### src/rtl/key_scan_scheduler_if.sv
// Event queue handshake between the key scanner (master) and its consumer (slave).
interface key_scan_scheduler_if #(
   parameter int unsigned NKEYS = 8
);
   localparam int unsigned KW = $clog2(NKEYS);

   logic          evt_valid;
   logic [KW-1:0] evt_key;
   logic          evt_press;
   logic          evt_ready;

   modport master (
      output evt_valid,
      output evt_key,
      output evt_press,
      input  evt_ready
   );

   modport slave (
      input  evt_valid,
      input  evt_key,
      input  evt_press,
      output evt_ready
   );
endinterface

### src/rtl/key_scan_scheduler.sv
// Debounces NKEYS raw sensor inputs with one shared, time-multiplexed counter
// engine and queues press/release events in a small FIFO.
module key_scan_scheduler #(
   parameter int unsigned NKEYS        = 8,
   parameter int unsigned TICK_DIV     = 2700,
   parameter int unsigned STABLE_TICKS = 100,
   parameter int unsigned FIFO_DEPTH   = 4
) (
   input  logic                 clock,
   input  logic                 reset,
   input  logic [NKEYS-1:0]     keys_in,
   output logic [NKEYS-1:0]     steady,
   key_scan_scheduler_if.master evt,
   output logic                 busy
);

   localparam int unsigned KW = $clog2(NKEYS);
   localparam int unsigned CW = $clog2(STABLE_TICKS) + 1;
   localparam int unsigned PW = (TICK_DIV > 1) ? $clog2(TICK_DIV) : 1;
   localparam int unsigned AW = $clog2(FIFO_DEPTH);
   localparam int unsigned FW = AW + 1;

   typedef enum logic [1:0] {
      ST_IDLE,
      ST_SCAN,
      ST_STALL
   } state_t;

   // Synchronizer and prescaler
   logic [NKEYS-1:0] sync_meta_q;
   logic [NKEYS-1:0] sync_q;
   logic [PW-1:0]    presc_q;
   logic [PW-1:0]    presc_d;
   logic             tick;

   // Scheduler state
   state_t           state_q, state_d;
   logic [KW-1:0]    idx_q, idx_d;
   logic             pending_q, pending_d;

   // Per-key debounce state
   logic [NKEYS-1:0] steady_q;
   logic [CW-1:0]    cnt_q [NKEYS];

   // Shared engine view of the key being scanned
   logic             cur_sync;
   logic             cur_steady;
   logic [CW-1:0]    cur_cnt;
   logic             key_differs;
   logic             cnt_due;
   logic             cnt_we;
   logic [CW-1:0]    cnt_wdata;
   logic             steady_we;
   logic             advance;

   // Event FIFO
   logic [KW:0]      fifo_mem_q [FIFO_DEPTH];
   logic [AW-1:0]    wr_ptr_q;
   logic [AW-1:0]    rd_ptr_q;
   logic [FW-1:0]    fill_q;
   logic             fifo_full;
   logic             push_en;
   logic             pop_en;
   logic [KW:0]      push_data;
   logic [KW:0]      head_data;

   // Two-flop synchronizer for the asynchronous sensor levels
   always_ff @(posedge clock) begin
      if (reset) begin
         sync_meta_q <= '0;
         sync_q      <= '0;
      end else begin
         sync_meta_q <= keys_in;
         sync_q      <= sync_meta_q;
      end
   end

   assign tick    = (presc_q == PW'(TICK_DIV - 1));
   assign presc_d = tick ? '0 : presc_q + PW'(1);

   // Scan-tick prescaler
   always_ff @(posedge clock) begin
      if (reset) begin
         presc_q <= '0;
      end else begin
         presc_q <= presc_d;
      end
   end

   assign cur_sync    = sync_q[idx_q];
   assign cur_steady  = steady_q[idx_q];
   assign cur_cnt     = cnt_q[idx_q];
   assign key_differs = (cur_sync != cur_steady);
   assign cnt_due     = (cur_cnt == CW'(STABLE_TICKS - 1));
   assign fifo_full   = (fill_q == FW'(FIFO_DEPTH));
   assign push_data   = {idx_q, cur_sync};

   // Scheduler next state and per-key update decisions
   always_comb begin
      state_d   = state_q;
      idx_d     = idx_q;
      pending_d = pending_q;
      cnt_we    = 1'b0;
      cnt_wdata = '0;
      steady_we = 1'b0;
      push_en   = 1'b0;
      advance   = 1'b0;

      unique case (state_q)
         ST_IDLE: begin
            if (tick || pending_q) begin
               state_d   = ST_SCAN;
               idx_d     = '0;
               pending_d = 1'b0;
            end
         end
         ST_SCAN: begin
            if (tick) pending_d = 1'b1;
            if (!key_differs) begin
               cnt_we  = 1'b1;
               advance = 1'b1;
            end else if (!cnt_due) begin
               cnt_we    = 1'b1;
               cnt_wdata = cur_cnt + CW'(1);
               advance   = 1'b1;
            end else if (!fifo_full) begin
               cnt_we    = 1'b1;
               steady_we = 1'b1;
               push_en   = 1'b1;
               advance   = 1'b1;
            end else begin
               state_d = ST_STALL;
            end
         end
         ST_STALL: begin
            if (tick) pending_d = 1'b1;
            // The held key is re-evaluated against its current level, so a
            // bounce back during the stall drops the event instead of pushing it.
            if (!fifo_full) begin
               cnt_we    = 1'b1;
               steady_we = key_differs;
               push_en   = key_differs;
               advance   = 1'b1;
            end
         end
         default: state_d = ST_IDLE;
      endcase

      if (advance) begin
         if (idx_q == KW'(NKEYS - 1)) begin
            state_d = ST_IDLE;
         end else begin
            idx_d   = idx_q + KW'(1);
            state_d = ST_SCAN;
         end
      end
   end

   // Scheduler state register
   always_ff @(posedge clock) begin
      if (reset) begin
         state_q   <= ST_IDLE;
         idx_q     <= '0;
         pending_q <= 1'b0;
      end else begin
         state_q   <= state_d;
         idx_q     <= idx_d;
         pending_q <= pending_d;
      end
   end

   // Per-key debounce state, one key written per clock
   always_ff @(posedge clock) begin
      if (reset) begin
         steady_q <= '0;
         for (int unsigned i = 0; i < NKEYS; i++) begin
            cnt_q[i] <= '0;
         end
      end else begin
         if (cnt_we)    cnt_q[idx_q]    <= cnt_wdata;
         if (steady_we) steady_q[idx_q] <= cur_sync;
      end
   end

   assign pop_en = (fill_q != '0) && evt.evt_ready;

   // FIFO pointers and fill level; fullness uses the registered fill only
   always_ff @(posedge clock) begin
      if (reset) begin
         wr_ptr_q <= '0;
         rd_ptr_q <= '0;
         fill_q   <= '0;
      end else begin
         if (push_en) wr_ptr_q <= wr_ptr_q + AW'(1);
         if (pop_en)  rd_ptr_q <= rd_ptr_q + AW'(1);
         case ({push_en, pop_en})
            2'b10:   fill_q <= fill_q + FW'(1);
            2'b01:   fill_q <= fill_q - FW'(1);
            default: fill_q <= fill_q;
         endcase
      end
   end

   // FIFO storage; contents are qualified by the fill level
   always_ff @(posedge clock) begin
      if (push_en) fifo_mem_q[wr_ptr_q] <= push_data;
   end

   assign head_data     = fifo_mem_q[rd_ptr_q];
   assign evt.evt_valid = (fill_q != '0);
   assign evt.evt_key   = head_data[KW:1];
   assign evt.evt_press = head_data[0];
   assign steady        = steady_q;
   assign busy          = (state_q != ST_IDLE);

endmodule
### src/flat_wrapper.sv
// flat-port wrapper written by rule: the top's interface ports become plain ports
module key_scan_scheduler_flat 
#(
   parameter int unsigned NKEYS        = 8,
   parameter int unsigned TICK_DIV     = 2700,
   parameter int unsigned STABLE_TICKS = 100,
   parameter int unsigned FIFO_DEPTH   = 4
)
  (clock, reset, keys_in, steady, busy, evt_evt_valid, evt_evt_key, evt_evt_press, evt_evt_ready);
  key_scan_scheduler_if #(.NKEYS(NKEYS)) evt_i ();
  input  logic clock;
  input  logic reset;
  input  logic [NKEYS-1:0] keys_in;
  output logic [NKEYS-1:0] steady;
  output logic busy;
  output wire logic [$bits(evt_i.evt_valid)-1:0] evt_evt_valid;
  output wire logic [$bits(evt_i.evt_key)-1:0] evt_evt_key;
  output wire logic [$bits(evt_i.evt_press)-1:0] evt_evt_press;
  input wire logic [$bits(evt_i.evt_ready)-1:0] evt_evt_ready;
  assign evt_evt_valid = evt_i.evt_valid;
  assign evt_evt_key = evt_i.evt_key;
  assign evt_evt_press = evt_i.evt_press;
  assign evt_i.evt_ready = evt_evt_ready;
  key_scan_scheduler #(.NKEYS(NKEYS), .TICK_DIV(TICK_DIV), .STABLE_TICKS(STABLE_TICKS), .FIFO_DEPTH(FIFO_DEPTH)) u_core (.clock(clock), .reset(reset), .keys_in(keys_in), .steady(steady), .evt(evt_i), .busy(busy));
endmodule
### config.mk
export PLATFORM = sky130hd
export DESIGN_NAME = key_scan_scheduler_flat
export DESIGN_NICKNAME = d
export VERILOG_FILES = /design/src/rtl/key_scan_scheduler_if.sv /design/src/rtl/key_scan_scheduler.sv /design/src/flat_wrapper.sv
export SDC_FILE = /design/constraint.sdc
export NUM_CORES = 1
export LEC_CHECK = 0
export CORE_UTILIZATION = 40
export CTS_BUF_LIST = sky130_fd_sc_hd__clkbuf_4 sky130_fd_sc_hd__clkbuf_8
export DETAILED_ROUTE_END_ITERATION = 6
export PLACE_DENSITY = 0.68
export SYNTH_ARGS = -nofsm -noshare
export SYNTH_HDL_FRONTEND = slang
export SYNTH_SLANG_ARGS = --single-unit
### constraint.sdc
create_clock -name clock -period 4.2 [get_ports clock]
set_input_delay 0.84 -clock clock [delete_from_list [all_inputs] [get_ports clock]]
set_output_delay 0.84 -clock clock [all_outputs]
set_load 0.01 [all_outputs]
* Yosys cells after proc, flatten, opt, wreduce, memory -nomap -nowiden
Memory sizes are Yosys's and may differ from the RTL's. A register that Yosys moved wholly into a read port is not among the register bits.
Cells that the tools add are included.
** Word-level totals
- Word-level logic and storage cells :: 96
- Memories kept :: 2
- Register bits after elaboration :: 49
- Output and inout bits :: 14
- Input bits :: 11
- Bits in writable memories :: 80
** Memories
- u_core.cnt_q :: depth 8, bits a word 8, read ports 1, clocked after Yosys merged registers in 1, wr ports 8, line key_scan_scheduler.sv:43 : logic [CW-1:0] cnt_q [NKEYS];
- u_core.fifo_mem_q :: depth 4, bits a word 4, read ports 1, clocked after Yosys merged registers in 1, wr ports 1, line key_scan_scheduler.sv:57 : logic [KW:0] fifo_mem_q [FIFO_DEPTH];
** Operators by class
- Muxes and demuxes :: 46
- Order comparisons :: 2
- Equality and inequality tests :: 16
- Reduce and logical (&&, ||, !) cells :: 13
- Add/sub/neg operators :: 7
** Operators by type and width (count)
- $mux 8 :: 4
- $mux 1 :: 20
- $mux 3 :: 6
- $mux 2 :: 7
- $add 12x1->12 const B :: 1
- $eq 12x12->1 const B :: 1
- $ne 3x1->1 const B :: 4
- $add 8x1->8 const B :: 1
- $bwmux 8 :: 1
- $eq 8x7->1 const B :: 1
- $reduce_or 8->1 :: 1
- $add 3x1->3 const B :: 2
- $bmux 1 s3 :: 2
- $eq 3x3->1 const B :: 2
- $ne 2x1->1 const B :: 3
- $pmux 1 s2 :: 3
- $pmux 2 s3 :: 1
- $pmux 3 s2 :: 1
- $reduce_bool 2->1 :: 3
- $reduce_and 5->1 :: 1
- $add 2x1->2 const B :: 2
- $eq 2x1->1 const B :: 2
- $eq 2x2->1 const B :: 2
- $lt 3x4->1 const B :: 1
- other kinds (10) :: 12

* Longest topological paths before layout
Gate-level depths: netlist of the first run.
- Depth after elaboration :: 10
- Depth in mapped cells :: 18
- Depth with buffers taken out :: 14

* Least setup slack after synthesis of the first run
Ideal clock, no wire load.
- Path type :: reg-to-reg
- Start :: register u_core.idx_q[1]
- End :: register u_core.fill_q[2]
- Clock period less this slack :: 4.329 ns
- Stages on the path, launching flop included :: 18
- Library setup time :: 0.071 ns
- Path slack :: -0.129 ns
- Path buffers :: 3
- Required time :: 4.129 ns
- Arrival time :: 4.259 ns
- Cells stage by stage :: dfxtp_1 -> buf_2 -> buf_2 -> mux2_2 -> mux4_2 -> or2_2 -> ha_1 -> inv_1 -> a211o_1 -> nor4b_4 -> o2111ai_2 -> buf_2 -> ha_1 -> inv_1 -> fa_1 -> xor2_1 -> or3_1 -> a21oi_1
** On the way
- Cells in the longest elaborated chain, start to end :: 7
- Elaborated cells on any way between the ends :: 12
- Classes of those cells :: 3 x eq/ne; 8 x mux; 1 x reduce/logical
** Ends and longest elaborated chain
- start, declared :: line key_scan_scheduler.sv:38 : logic [KW-1:0] idx_q, idx_d;
- start signal, assigned :: line key_scan_scheduler.sv:167 : idx_q <= idx_d;
- $bmux 1 s3 (on tied branches) :: line key_scan_scheduler.sv:90, key_scan_scheduler.sv:91
- $mux 1 (on tied branches) :: line key_scan_scheduler.sv:90, key_scan_scheduler.sv:91
- $ne 1x1->1 * :: line key_scan_scheduler.sv:93 : assign key_differs = (cur_sync != cur_steady);
- $mux 1 (on tied branches) :: line key_scan_scheduler.sv:139, key_scan_scheduler.sv:119
- $pmux 1 s2 * :: line key_scan_scheduler.sv:109 : unique case (state_q)
- $eq 2x1->1 / $eq 2x2->1 (equally long branches) :: line key_scan_scheduler.sv:196 : case ({push_en, pop_en})
- $pmux 3 s2 / $reduce_bool 2->1 (equally long branches)
- end signal, assigned :: line key_scan_scheduler.sv:197 : 2'b10: fill_q <= fill_q + FW'(1);
- end signal, assigned :: line key_scan_scheduler.sv:198 : 2'b01: fill_q <= fill_q - FW'(1);
- end signal, assigned :: line key_scan_scheduler.sv:199 : default: fill_q <= fill_q;
- end, declared :: line key_scan_scheduler.sv:60 : logic [FW-1:0] fill_q;
Mark *: on every way between the ends. The rest lies on a longest branch, timed or not. The select of a mux whose other input is x is not followed.
A chain may end at the register's enable or synchronous reset.

==> results of run 1 <==
-- sequential cells by signal, indices dropped and copies added (netlist names), named ones only --
| name | cells |
|---|---|
| u_core.cnt_q | 64 |
| u_core.fifo_mem_q | 16 |
| u_core.presc_q | 12 |
| u_core.steady | 8 |
| u_core.sync_meta_q | 8 |
| u_core.sync_q | 8 |
| u_core.fill_q | 3 |
| u_core.idx_q | 3 |
| u_core.rd_ptr_q | 2 |
| u_core.state_q | 2 |
| u_core.wr_ptr_q | 2 |
| u_core.pending_q | 1 |
-- cell type report --
class | count | area [sq um]
inverter | 23 | 86.3
sequential | 131 | 3420
timing repair buffer | 43 | 383
clock buffer | 17 | 234
clock inverter | 15 | 169
multi-input combinational | 346 | 2500
fill | 1318 | 7670
tap | 184 | 230
-- cell families (layout without fill, tap and decap cells) --
logic type / count (synthesis) / in the layout / synth area share
compound gates: 66 / 66 / 0.0917
xor+xnor: 21 / 21 / 0.0302
buf+inv: 45 / 98 / 0.0298
simple gates: 201 / 201 / 0.157
flops: 131 / 131 / 0.562
fa+ha+maj: 16 / 16 / 0.0341
mux: 42 / 42 / 0.0954
-- path summary, 6_finish.rpt --
check                              from            endpoint  depth (start not counted)
setup reg to reg        u_core.idx_q[2]  u_core.cnt_q[3][4]                          9
hold / removal    u_core.sync_meta_q[4]    u_core.sync_q[4]                          1
setup / recovery        u_core.idx_q[2]  u_core.cnt_q[3][4]                          9
hold reg to reg   u_core.sync_meta_q[4]    u_core.sync_q[4]                          1
-- synth_stat cells (5+ instances only) --
| cell | number |
|---|---|
| nand3_1 | 11 |
| and2_1 | 5 |
| nor2_1 | 101 |
| a22oi_1 | 6 |
| buf_2 | 10 |
| inv_1 | 22 |
| mux4_2 | 12 |
| xnor2_1 | 9 |
| o21ai_0 | 8 |
| a21oi_1 | 7 |
| clkbuf_1 | 12 |
| nor2b_1 | 21 |
| nand2_1 | 32 |
| xor2_1 | 12 |
| mux2i_1 | 22 |
| o2111ai_2 | 9 |
| edfxtp_1 | 80 |
| mux2_2 | 8 |
| ha_1 | 15 |
| dfxtp_1 | 51 |
-- layer usage --
layer | wire length (um) | vias up | track usage
li1 | - | 1965 | -
met2 | 6850 | 136 | 0.315
met4 | 341 | 0 | 0.0775
met3 | 869 | 24 | 0.0595
met5 | 0 | - | 0
met1 | 5910 | 2094 | 0.233
-- report_power, final --
| group | switching [uW] | total (uW) | internal, uW | leakage [uW] |
|---|---|---|---|---|
| logic | 332 | 505 | 172 | 0.000977 |
| clock network | 552 | 1100 | 545 | 0.000206 |
| registers | 25.8 | 1430 | 1410 | 0.00121 |
-- through the flow --
step	utilization	setup slack [ns]	area, sq um	power [uW]
after floorplan	-	0.0422	6100	1810
after CTS	0.478	0.369	7030	3040
after global placement	0.451	0.500	6620	1940
after global routing	0.478	0.126	7030	3160
final	0.478	0.309	7030	3040
after detailed placement	0.451	0.390	6620	1960
-- critical path, cell delays in order (launching register included) --
cell       delay [ns]
dfxtp_1          0.68
buf_4            0.39
mux2_2           0.38
a32oi_1          0.22
o211a_1          0.34
nor4b_4          0.49
a21oi_1          0.22
buf_4            0.24
o2111ai_2        0.54
nor2_1           0.12
==> key figures, run 1 <==
STA
  – Layout Skew: 0.0133 ns
  – Minimum clock period: 3.89 ns
  – Total negative setup slack: 0 ns
  – Fin crit share: 0.926
  – Max-slew violations: 0
  – Max Clk Rate: 257 MHz
  – RSZ-0062 raised after global routing: no
  – Hold Slack: 0.438 ns
  – Slew @ Worst Pin: 0.690 ns
  – # setup viols final: 0
  – Final number of hold-violating endpoints: 0
  – Max_slew headroom: 0.540

Synthesis
  – Dominant synthesized flop cell: edfxtp_1
  – Syn_nets: 549
  – Synth Instances: 522
  – Syn_area_per_cell: 11.7 sq um
  – Synthesized flop and latch total: 131
  – Post-Syn Area: 6090 sq um
  – Synth cell types: 62
  – YS warnings: 0
  – Synth top area share: 0.395
  – Synth area leaders: edfxtp_1, dfxtp_1, nor2_1
  – Post-synthesis sequential area ratio: 0.562
  – Post-synth ARST share: 0
  – Post-synth EDFFs: 80
  – Area leader, netlist: edfxtp_1

Power and ir drop
  – Pleak: 0.00239 uW
  – Peak supply drop: 0.000340 V
  – Pwr dens: 432 nW/um^2

Floorplan
  – Row count: 44
  – IO Pins: 25
  – Initial Util: 0.414
  – Core Area: 14700 sq um
  – Chip width: 125 um
  – Die ar.: 15700 sq um
  – Die Span Y: 125 um

Placement
  – Gpl congestion: 0.869
  – Port buffer count: 24
  – Placed insts: 727
  – DP HPWL: 9.58 mm

GRT
  – Antenna violations before repair: 0
  – Number of global-route vias before repair: 4248
  – Grt ovf: 0
  – Largest net degree at the start of global routing: 39
  – Global-route wire length before repair: 22.7 mm
  – Gr usage total: 0.191

Layout
  – Area growth, synth to finish: 15.4%
  – Commonest non-fill, non-tap cell in the layout: nor2_1
  – Commonest cells after routing, fill and taps aside: nor2_1, edfxtp_1, dfxtp_1, nand2_1, clkdlybuf4s50_1
  – Nets@finish: 589
  – Number of antenna diodes: 0
  – Final Non-Filler Cells: 759
  – Layout cells sized above 1: 0.153

Worst setup path
  – Worst Setup End Kind: register
  – Worst-path fanout max: 20
  – Critical Path AT: 4.07 ns
  – Worst setup SP type: register
  – Reg2Reg Setup Slack: 0.31 ns
  – Worst path required time: 4.38 ns
  – Crit Path Class: register to register

Routing
  – DRT iter0 DRCs: 333
  – Pre-antenna DRT Iters: 7
  – WL per Instance: 18.4 um
  – DRC violations left: 2
  – Post-Route WL: 14.0 mm
  – Vias/cell: 5.56
  – Final ANT Viol Nets: 0
  – Via count: 4219

Clocking
  – # H-tree levels: 4
  – Clk Latency, worst-skew pair: 0.45 ns
  – Sink Count: 131
  – Post_cts resized: 0
  – Root Buffer: clkbuf_8
  – Post-CTS Hold Buffers: 0
  – Number of setup buffers added after CTS: 0
  – Reg clk slew, reported paths: 0.08 ns
  – CTS tree: built
  – Clk buf depth: 2
  – Num CTS Buffers: 17

Status
  – Failing checks: DRC
  – Status: complete, but fails checks

Flow run
  – Max cap viols: 0

Hold path
  – Worst hold path type: register to register
Power figures use the tool's default switching activity.
==> run 2: changes to the inputs <==
PLACE_DENSITY = 0.65   (was 0.68)
clock period = 3.6 ns   (was 4.2 ns; I/O delays follow)
==> run 2 against run 1 <==
Against the previous run:
- the flow now finishes without violations
- combinational power grew 18%
- cell count grew 1.3%
- power grew 12%
- worst setup slack lost 0.18 ns
- critical endpoint is now u_core.fill_q[2]
- highest routed layer unchanged
==> key figures, run 2 (same netlist as run 1, synthesis figures left out) <==
Status
  – Status: finished clean

GRT
  – Number of global-route vias before repair: 4190
  – Largest net degree at the start of global routing: 40
  – Grt ovf: 0
  – Gr usage total: 0.182
  – Antenna violations before repair: 0
  – Global-route wire length before repair: 21.8 mm

Power and ir drop
  – Peak supply drop: 0.000401 V
  – Pwr dens: 479 nW/um^2
  – Pleak: 0.00244 uW

Worst setup path
  – Crit-path most repeated cell: ha_4
  – Beginning of the critical path: u_core.idx_q[1]
  – RR Endpoint: u_core.fill_q[2]
  – Crit-path cells: mux2_2 > mux4_2 > or2_4 > ha_4 > inv_2 > a211o_1 > nor4b_4 > buf_4 > o2111ai_4 > ha_4 > inv_1 > fa_2 > xor2_1 > or3_1 > a21oi_1
  – Worst Setup End Kind: register
  – Reg2Reg Setup Slack: 0.13 ns
  – Length in cells of the worst reg-to-reg path: 15
  – Worst-path fanout max: 7
  – Critical Path AT: 3.84 ns
  – Crit path to: u_core.fill_q[2]
  – Critical Path Max Stage Delay: 0.49 ns
  – CP max-delay cell: mux4_2
  – Worst setup SP type: register
  – Reg2reg start: u_core.idx_q[1]
  – Worst path required time: 3.97 ns
  – Crit Path Class: register to register

Clocking
  – Post-CTS Hold Buffers: 0
  – Num CTS Buffers: 17
  – CTS tree: built
  – Sink Count: 131
  – # H-tree levels: 4
  – Clk Latency, worst-skew pair: 0.44 ns
  – Reg clk slew, reported paths: 0.08 ns
  – Root Buffer: clkbuf_8
  – Clk buf depth: 2

Floorplan
  – Row count: 44
  – IO Pins: 25
  – Die Span Y: 125 um
  – Initial Util: 0.414
  – Chip width: 125 um
  – Die ar.: 15700 sq um
  – Core Area: 14700 sq um

STA
  – Final number of hold-violating endpoints: 0
  – Max_slew headroom: 0.553
  – Slew @ Worst Pin: 0.671 ns
  – Layout Skew: 0.0114 ns
  – # setup viols final: 0
  – Minimum clock period: 3.47 ns
  – Fin crit share: 0.964
  – Max-slew violations: 0
  – Max Clk Rate: 288 MHz
  – Total negative setup slack: 0 ns

Placement
  – Port buffer count: 24
  – Placed insts: 734
  – Gpl congestion: 0.910
  – DP HPWL: 9.11 mm

Layout
  – Commonest cells after routing, fill and taps aside: nor2_1, edfxtp_1, dfxtp_1, nand2_1, buf_4
  – Layout cells sized above 1: 0.183
  – Area growth, synth to finish: 17.0%
  – Number of antenna diodes: 0
  – Final Non-Filler Cells: 769
  – Largest registers: u_core.cnt_q: 64 flops, u_core.fifo_mem_q: 16 flops, u_core.presc_q: 12 flops
  – Commonest non-fill, non-tap cell in the layout: nor2_1
  – Nets@finish: 599
  – Top reg by flops: u_core.cnt_q
  – Max FFs per register: 64

Flow run
  – Max cap viols: 0

Routing
  – DRT iter0 DRCs: 255
  – Post-Route WL: 13.3 mm
  – Pre-antenna DRT Iters: 5
  – Vias/cell: 5.38
  – Final ANT Viol Nets: 0
  – Via count: 4139
  – WL per Instance: 17.3 um
  – DRC violations left: 0

Hold path
  – Worst hold path type: register to register
-- run 2: report_power, final --
group	switching [uW]	internal (uW)	leakage [uW]
Clock	628	514	0.000189
Combinational	384	211	0.00104
Sequential	29.9	1640	0.00121
-- run 2: area by class of cell --
| cell class | count | area [sq um] |
|---|---|---|
| clock inverters | 14 | 115 |
| repair buffers | 53 | 469 |
| multi-input cells | 346 | 2540 |
| well taps | 184 | 230 |
| fillers | 1289 | 7580 |
| inverters | 23 | 86.3 |
| clock buffers | 18 | 248 |
| flip-flops and latches | 131 | 3430 |
-- run 2: worst min-delay path by stage --
stage	from	to	slack, ns	cells past startpoint
after global routing	u_core.sync_meta_q[0]	u_core.sync_q[0]	0.46	1
after global placement	u_core.sync_meta_q[3]	u_core.sync_q[3]	0.42	1
after floorplan	u_core.sync_meta_q[0]	u_core.sync_q[0]	0.41	1
after CTS	u_core.sync_meta_q[4]	u_core.sync_q[4]	0.45	1
final	u_core.sync_meta_q[2]	u_core.sync_q[2]	0.44	1
after detailed placement	u_core.sync_meta_q[2]	u_core.sync_q[2]	0.43	1
-- run 2: routing by layer --
layer  global-route usage  vias up  routed length, um
li1                     -     1981                  -
met1                0.235     2014               5610
met2                0.293      126               6470
met3               0.0402       18                935
met4               0.0839        0                295
met5                    0        -                  0
-- run 2: repair_timing --
item / 4_1_cts / 5_1_grt
gates resized for setup: 0 / 5
setup endpoints to repair: 0 / 143
setup buffers: 0 / 4
-- run 2: worst max-delay path, delay by kind of cell (launching register included) --
family	cells	cell delay [ns]
AOI/OAI and AO/OA	3	0.47
xor gates and xnor gates	1	0.16
adders and majority gates	3	0.67
buffers and inverters	3	0.28
DFF	1	0.39
muxes	2	0.83
and+or+nand+nor	3	0.62
-- run 2: stage by stage --
step / power, uW / worst slack (ns) / instance area, sq um / hold slack [ns] / util
global route: 3560 / -0.000719 / 7120 / 0.461 / 0.484
detailed placement: 2290 / 0.0196 / 6710 / 0.427 / 0.457
finish: 3410 / 0.130 / 7120 / 0.443 / 0.484
global placement: 2270 / 0.0465 / 6710 / 0.424 / 0.457
floorplan: 2130 / -0.128 / 6180 / 0.414 / -
CTS: 3430 / 0.00645 / 7080 / 0.447 / 0.481
